[src/rtl/pipeline_hazard_ctrl.sv]
// rtl/pipeline_hazard_ctrl.sv - front-end halt/bubble/flush sequencing for load-use, memory wait and taken branches
module pipeline_hazard_ctrl #(
  parameter int SYS_REGS_WIDTH = 5,
  parameter int LOAD_LAT       = 2,
  parameter int FLUSH_CYCLES   = 2,
  parameter int MEM_TIMEOUT    = 15
) (
  input  logic                      clk,
  input  logic                      rst_n,
  input  logic [SYS_REGS_WIDTH-1:0] i_id_rs1_addr,
  input  logic [SYS_REGS_WIDTH-1:0] i_id_rs2_addr,
  input  logic                      i_id_rs1_used,
  input  logic                      i_id_rs2_used,
  input  logic [SYS_REGS_WIDTH-1:0] i_of_rd_addr,
  input  logic                      i_of_rd_we,
  input  logic                      i_of_is_load,
  input  logic                      i_mem_req,
  input  logic                      i_mem_ack,
  input  logic                      i_branch_taken,
  output logic                      o_halt_fetch,
  output logic                      o_halt_decode,
  output logic                      o_halt_of,
  output logic                      o_bubble_of,
  output logic                      o_flush,
  output logic                      o_mem_err,
  output logic [31:0]               o_stall_count,
  output logic [1:0]                o_state_out
);

  localparam int CNT_W  = 8;
  localparam int WAIT_W = $clog2(MEM_TIMEOUT) + 1;

  localparam logic [CNT_W-1:0]  LOAD_INIT  = CNT_W'(LOAD_LAT - 1);
  localparam logic [CNT_W-1:0]  FLUSH_INIT = CNT_W'(FLUSH_CYCLES - 1);
  // Compare against MEM_TIMEOUT-1 so the entry cycle plus MEM_WAIT cycles total MEM_TIMEOUT halted cycles.
  localparam logic [WAIT_W-1:0] WAIT_LAST  = WAIT_W'(MEM_TIMEOUT - 1);

  typedef enum logic [1:0] {
    RUN        = 2'd0,
    LOAD_STALL = 2'd1,
    MEM_WAIT   = 2'd2,
    FLUSH      = 2'd3
  } state_t;

  state_t             r_state;
  logic [CNT_W-1:0]   r_cnt;
  logic [WAIT_W-1:0]  r_wait_cnt;
  logic [31:0]        r_stall_count;

  state_t             w_next_state;
  logic [CNT_W-1:0]   w_next_cnt;
  logic [WAIT_W-1:0]  w_next_wait;
  logic               w_halt_fd;
  logic               w_halt_of;
  logic               w_bubble;
  logic               w_flush;
  logic               w_err;
  logic               w_load_use;
  logic               w_rs1_hit;
  logic               w_rs2_hit;

  assign w_rs1_hit  = i_id_rs1_used && (i_id_rs1_addr == i_of_rd_addr);
  assign w_rs2_hit  = i_id_rs2_used && (i_id_rs2_addr == i_of_rd_addr);
  assign w_load_use = i_of_is_load && i_of_rd_we && (i_of_rd_addr != '0) && (w_rs1_hit || w_rs2_hit);

  always_comb begin
    w_next_state = r_state;
    w_next_cnt   = r_cnt;
    w_next_wait  = r_wait_cnt;
    w_halt_fd    = 1'b0;
    w_halt_of    = 1'b0;
    w_bubble     = 1'b0;
    w_flush      = 1'b0;
    w_err        = 1'b0;
    case (r_state)
      RUN: begin
        if (i_branch_taken) begin
          w_flush      = 1'b1;
          w_bubble     = 1'b1;
          w_next_cnt   = FLUSH_INIT;
          w_next_state = (FLUSH_CYCLES == 1) ? RUN : FLUSH;
        end else if (i_mem_req && !i_mem_ack) begin
          w_halt_fd    = 1'b1;
          w_halt_of    = 1'b1;
          w_next_wait  = '0;
          w_next_state = MEM_WAIT;
        end else if (w_load_use) begin
          w_halt_fd    = 1'b1;
          w_bubble     = 1'b1;
          w_next_cnt   = LOAD_INIT;
          w_next_state = (LOAD_LAT == 1) ? RUN : LOAD_STALL;
        end
      end
      LOAD_STALL: begin
        if (i_branch_taken) begin
          w_flush      = 1'b1;
          w_bubble     = 1'b1;
          w_next_cnt   = FLUSH_INIT;
          w_next_state = (FLUSH_CYCLES == 1) ? RUN : FLUSH;
        end else begin
          w_halt_fd  = 1'b1;
          w_bubble   = 1'b1;
          w_next_cnt = r_cnt - 1'b1;
          if (r_cnt <= 1) begin
            w_next_state = RUN;
          end
        end
      end
      MEM_WAIT: begin
        if (i_mem_ack) begin
          w_next_state = RUN;
        end else if (r_wait_cnt == WAIT_LAST) begin
          w_err        = 1'b1;
          w_next_state = RUN;
        end else begin
          w_halt_fd   = 1'b1;
          w_halt_of   = 1'b1;
          w_next_wait = r_wait_cnt + 1'b1;
        end
      end
      FLUSH: begin
        w_flush    = 1'b1;
        w_bubble   = 1'b1;
        w_next_cnt = r_cnt - 1'b1;
        if (r_cnt <= 1) begin
          w_next_state = RUN;
        end
      end
      default: begin
        w_next_state = RUN;
      end
    endcase
  end

  always_ff @(posedge clk) begin
    if (!rst_n) begin
      r_state       <= RUN;
      r_cnt         <= '0;
      r_wait_cnt    <= '0;
      r_stall_count <= '0;
    end else begin
      r_state    <= w_next_state;
      r_cnt      <= w_next_cnt;
      r_wait_cnt <= w_next_wait;
      if (w_halt_fd && (r_stall_count != 32'hFFFF_FFFF)) begin
        r_stall_count <= r_stall_count + 32'd1;
      end
    end
  end

  // Reset forces every output low, including the registered ones still holding pre-reset values.
  assign o_halt_fetch  = rst_n && w_halt_fd;
  assign o_halt_decode = rst_n && w_halt_fd;
  assign o_halt_of     = rst_n && w_halt_of;
  assign o_bubble_of   = rst_n && w_bubble && !w_halt_of;
  assign o_flush       = rst_n && w_flush;
  assign o_mem_err     = rst_n && w_err;
  assign o_stall_count = rst_n ? r_stall_count : 32'd0;
  assign o_state_out   = rst_n ? r_state : RUN;

endmodule

[config.mk]
export PLATFORM = sky130hd
export DESIGN_NAME = pipeline_hazard_ctrl
export DESIGN_NICKNAME = d
export VERILOG_FILES = /design/src/rtl/pipeline_hazard_ctrl.sv
export SDC_FILE = /design/constraint.sdc
export NUM_CORES = 1
export LEC_CHECK = 0
export CORE_MARGIN = 2
export CORE_UTILIZATION = 55
export DETAILED_ROUTE_END_ITERATION = 8
export DONT_BUFFER_PORTS = 1
export PLACE_DENSITY_LB_ADDON = 0.05
export SLEW_MARGIN = 10
export SYNTH_ARGS = -nofsm -noshare
export SYNTH_HDL_FRONTEND = slang
export SYNTH_SLANG_ARGS = --single-unit
[constraint.sdc]
create_clock -name clk -period 4.65 [get_ports clk]
set_clock_uncertainty 0.05 [all_clocks]
set_input_delay 0 -clock clk [delete_from_list [all_inputs] [get_ports clk]]
set_output_delay 0 -clock clk [all_outputs]
set_load 0.05 [all_outputs]
* Word level (Yosys, flattened, before mapping)
Cells that the tools add are included.
** Storage, ports and cells
- Bits in registers :: 47
- Input port bits :: 24
- Output and inout port bits :: 40
** Cells by class
- $add $sub $neg :: 3
- Magnitude comparators :: 1
- Equal/unequal tests :: 15
- Mux-type cells :: 38
- Reduce and logical (&&, ||, !) cells :: 25
** Operators by type and width (count)
- $add A32 B1 Y32 const B :: 1
- $mux W32 :: 1
- $mux W8 :: 4
- $ne A32 B32 Y1 const B :: 1
- $pmux W8 S3 :: 1
- $mux W5 :: 4
- $mux W2 :: 8
- $mux W1 :: 14
- $logic_and A1 B1 Y1 :: 13
- $eq A5 B5 Y1 :: 2
- $pmux W5 S2 :: 1
- $ne A3 B3 Y1 const B :: 3
- $le A8 B1 Y1 const B :: 1
- $ne A2 B2 Y1 const B :: 4
- $pmux W2 S4 :: 1
- $sub A8 B1 Y8 const B :: 1
- $pmux W1 S2 :: 3
- $add A5 B1 Y5 const B :: 1
- $eq A5 B4 Y1 const B :: 1
- $reduce_and A5 Y1 :: 1
- $reduce_bool A5 Y1 :: 1
- $eq A2 B2 Y1 const B :: 2
- $ne A4 B4 Y1 const B :: 1
- $reduce_or A2 Y1 :: 2
- other kinds (9) :: 10

* Depth between registers and ports, before layout
- Word-level depth :: 10
- Depth in mapped cells :: 10
- Gate-level depth less buffers :: 8

* Least setup slack after synthesis
Ideal clock, no wire load.
- Path type :: register -> output
- Start point :: register r_wait_cnt[0]
- End point :: output o_halt_fetch
- Arrival :: 2.214 ns
- Slack :: 2.386 ns
- Stages on the path, launching flop included :: 10
- Buffers on the path :: 2
- Cells stage by stage :: dfxtp_1 -> inv_1 -> ha_1 -> nand4b_1 -> nand3_1 -> o31ai_1 -> a21oi_2 -> buf_2 -> nor2_1 -> buf_4
** On the way
- Cells in the longest elaborated chain, start to end :: 5
** RTL lines
- start, declared :: line 47 : logic [WAIT_W-1:0] r_wait_cnt;
- start signal, assigned :: line 144 : r_wait_cnt <= w_next_wait;
- $eq A5 B4 Y1 :: line 112 : end else if (r_wait_cnt == WAIT_LAST) begin
- $mux W1 :: line 112
- $mux W1 :: line 110 : if (i_mem_ack) begin
- $pmux W1 S3 :: line 75 : case (r_state)
- $logic_and A1 B1 Y1
- end, declared :: line 20 : output logic o_halt_fetch,
No other way between the ends.

* Worst setup path in the final report
- Start point :: register r_stall_count[0]
- End point :: register r_stall_count[19]
** On the way
- Cells in the longest elaborated chain, start to end :: 2
- Elaborated cells between the ends (all ways) :: 3
- Classes of those cells :: add/sub: 1; eq/ne: 1; reduce/logical: 1
** RTL lines
- start, declared :: line 48 : logic [31:0] r_stall_count;
- start signal, assigned :: line 146 : r_stall_count <= r_stall_count + 32'd1;
- parallel branches: the longest is 2 deep, another holds $add A32 B1 Y32
Parallel ways; which one is timed is not known.
A chain may end at the register's enable or synchronous reset.

==> metrics <==
outcome complete, no violations; Root Driver clkbuf_8; Layout area overhead 5.81%; TritonCTS Sinks 47; I/O Buffers 0; Tmin final between 2 and 3 ns; die area between 0.005 and 0.006 mm^2; wire length per cell about 15 um; HP Class in -> reg; commonest non-fill, non-tap cells in the layout nor2_1, dfxtp_1, and2_1; WS Path Type reg -> reg; post-synthesis cell type count between 40 and 50; hold path cells 4; drt via density approximately 5.8; Pre-antenna DRT Iters 4; clock-pin slew on the worst setup and hold paths about 0.080 ns; Initial Util between 50% and 60%; FF-to-FF Start r_stall_count[0]; unrepaired setup endpoints after global routing no; die height approximately 77 um; Final TNS setup 0 ns; final hold vios 0; Total GRT Usage between 20% and 30%; Critical Path Start Type flip-flop; routability-driven placement congestion ratio between 0.7 and 0.8; Max VDD drop roughly 0.00018 V; R2R depth 7; # IOs 64; min-delay src rst_n; leakage approximately 1.1 nW; syn_nets between 300 and 400; Remaining DRCs 0; Max transition margin between 20% and 30%; Slew Viols, Final 0; layout filler cell count a little under 500; total CTS buffers 5; initial drt markers approximately 130; maximum fanout along the worst path 15; HPWL after detailed placement approximately 4.4 mm; via count 2438; Seq/Total Area, Yosys 32.4%; ANT cells 0; Crit path arrival time 3.04 ns; cell count after placement 410; CTS tree done; Final Setup Violations 0; Syn. warnings 0; Syn Inst Count 353; final non-filler cell total about 420; Crit Reg-Reg Endpoint r_stall_count[19]; FP Rows 26; Mean Syn Cell Area 8.23 um^2; register bit total from synthesis 47; Post-synth ARST share 0%; Cell Pwr Density between 200 and 300 mW/mm^2; final cycle utilization of the critical path between 60% and 70%; drt total wl 6.29 mm; Critical Path End Type flip-flop; Die X between 70 and 80 um; commonest non-fill, non-tap cell in the layout nor2_1; max-cap viol count 0; Gates resized, CTS repair 0; fraction of layout cells with a size suffix above 1 a little over an eighth; f_max 0.346 GHz; Req. time, crit path ~4.8 ns; worst slew pin tran between 1 and 1.5 ns; CTS H-tree lvls 2; number of flops mapped to enable cells by yosys 0; FF-to-FF setup slack 1.76 ns; Worst Hold Path EP r_cnt[7]; Finished Core Util roughly 60%; Routed Antenna Nets 0; Layout Nets 380; maximum clock path buffer count 2; Core Region approximately 0.0051 mm^2; clk_lat worst skew roughly 0.30 ns; initial antenna violation count 0; vias in the first global route 2267; GRT overflow 0; first-pass GRT wire length 10.7 mm; largest net degree at the start of global routing 35; Netlist Area Pre-Place around 0.0029 mm^2; ys flop type dfxtp_1
[where the power goes]
part | internal [mW] | switching, mW | leakage, nW
logic | 0.0603 | 0.110 | 0.681
clock network | 0.136 | 0.131 | 0.0515
registers | 0.419 | 0.0173 | 0.380
total | 0.615 | 0.259 | 1.11
[state kept, by name, summed over array words and instances, names as in the netlist]
register,cells
r_state,2
r_stall_count,32
r_cnt,8
r_wait_cnt,5
[per-stage QoR]
stage	power (mW)	setup slack, ns	area, um^2	hold WS (ns)
floorplan	0.590	2.39	2910	0.161
global placement	0.607	1.85	2930	0.0744
detailed placement	0.610	1.82	2930	0.0703
CTS	0.881	1.79	3070	0.0112
global route	0.923	1.51	3070	0.0427
finish	0.874	1.76	3070	0.0181
[layer usage]
layer | track usage, % | vias to the layer above | share of wire [%] | wire length, um
met4 | 6.55 | 0 | 1.1 | 70
li1 | - | 1237 | - | -
met1 | 30.6 | 1144 | 48 | 3020
met2 | 34.6 | 51 | 46 | 2880
met3 | 4.59 | 6 | 4.9 | 309
met5 | 0 | - | 0 | 0
[how the worst max path moves through the flow]
stage	startpoint	end	cells past startpoint
2_1_floorplan	r_wait_cnt[0]	o_halt_fetch	9
3_3_place_gp	r_stall_count[0]	r_stall_count[19]	7
3_5_place_dp	r_stall_count[0]	r_stall_count[18]	7
4_1_cts	r_stall_count[0]	r_stall_count[19]	7
5_1_grt	r_stall_count[0]	r_stall_count[19]	7
6_report	r_stall_count[0]	r_stall_count[19]	7
[critical path, stage by stage, from the launching register on]
cell and delay, ns:
dfxtp_1 0.39, ha_1 0.21, nand4_1 0.12, or4_1 0.57, nor3_2 0.67, buf_4 0.34, nor3_1 0.09, mux2_4 0.35
[cells in the mapped netlist, types with 3 or more instances]
library cell,count,area (um^2)
a21oi_1,17,85.1
a31oi_1,3,18.8
and2_1,31,194
and3_1,3,18.8
buf_2,4,20.0
buf_4,3,22.5
clkbuf_1,9,33.8
dfxtp_1,47,941
ha_1,5,62.6
inv_1,8,30.0
mux2_2,9,101
mux2_4,18,270
nand2_1,25,93.8
nand3_1,15,75.1
nand4_1,9,56.3
nor2_1,49,184
nor3_1,16,80.1
nor3b_1,3,22.5
nor4_1,8,50.1
nor4b_1,4,35.0
o21ai_0,9,45.0
o31ai_1,6,45.0
or3_1,11,68.8
or4_1,5,37.5
xnor2_1,10,87.6
xor2_1,4,35.0
[layout make-up]
class	instances	area [um^2]	area share (%)
multi-input combinational	279	1830	59.7
sequential	47	941	30.6
clock buffer	8	100	3.26
tap	70	87.6	2.85
timing repair buffer	9	77.6	2.52
inverter	9	33.8	1.10
[cells by family after synthesis]
group / after synthesis / share of synthesized area [%]
xor gates and xnor gates: 14 / 4.22
and+or+nand+nor: 191 / 34.8
AOI/OAI and AO/OA: 42 / 9.04
buffers and inverters: 27 / 4.56
adders and majority gates: 5 / 2.15
DFF: 47 / 32.4
muxes: 27 / 12.8
[timing repair]
action / 4_1_cts / 5_1_grt
hold buffers: 4 / 0
hold endpoints to repair: 7 / 0
setup buffers: 0 / 0
(Power assumes the default switching activity.)
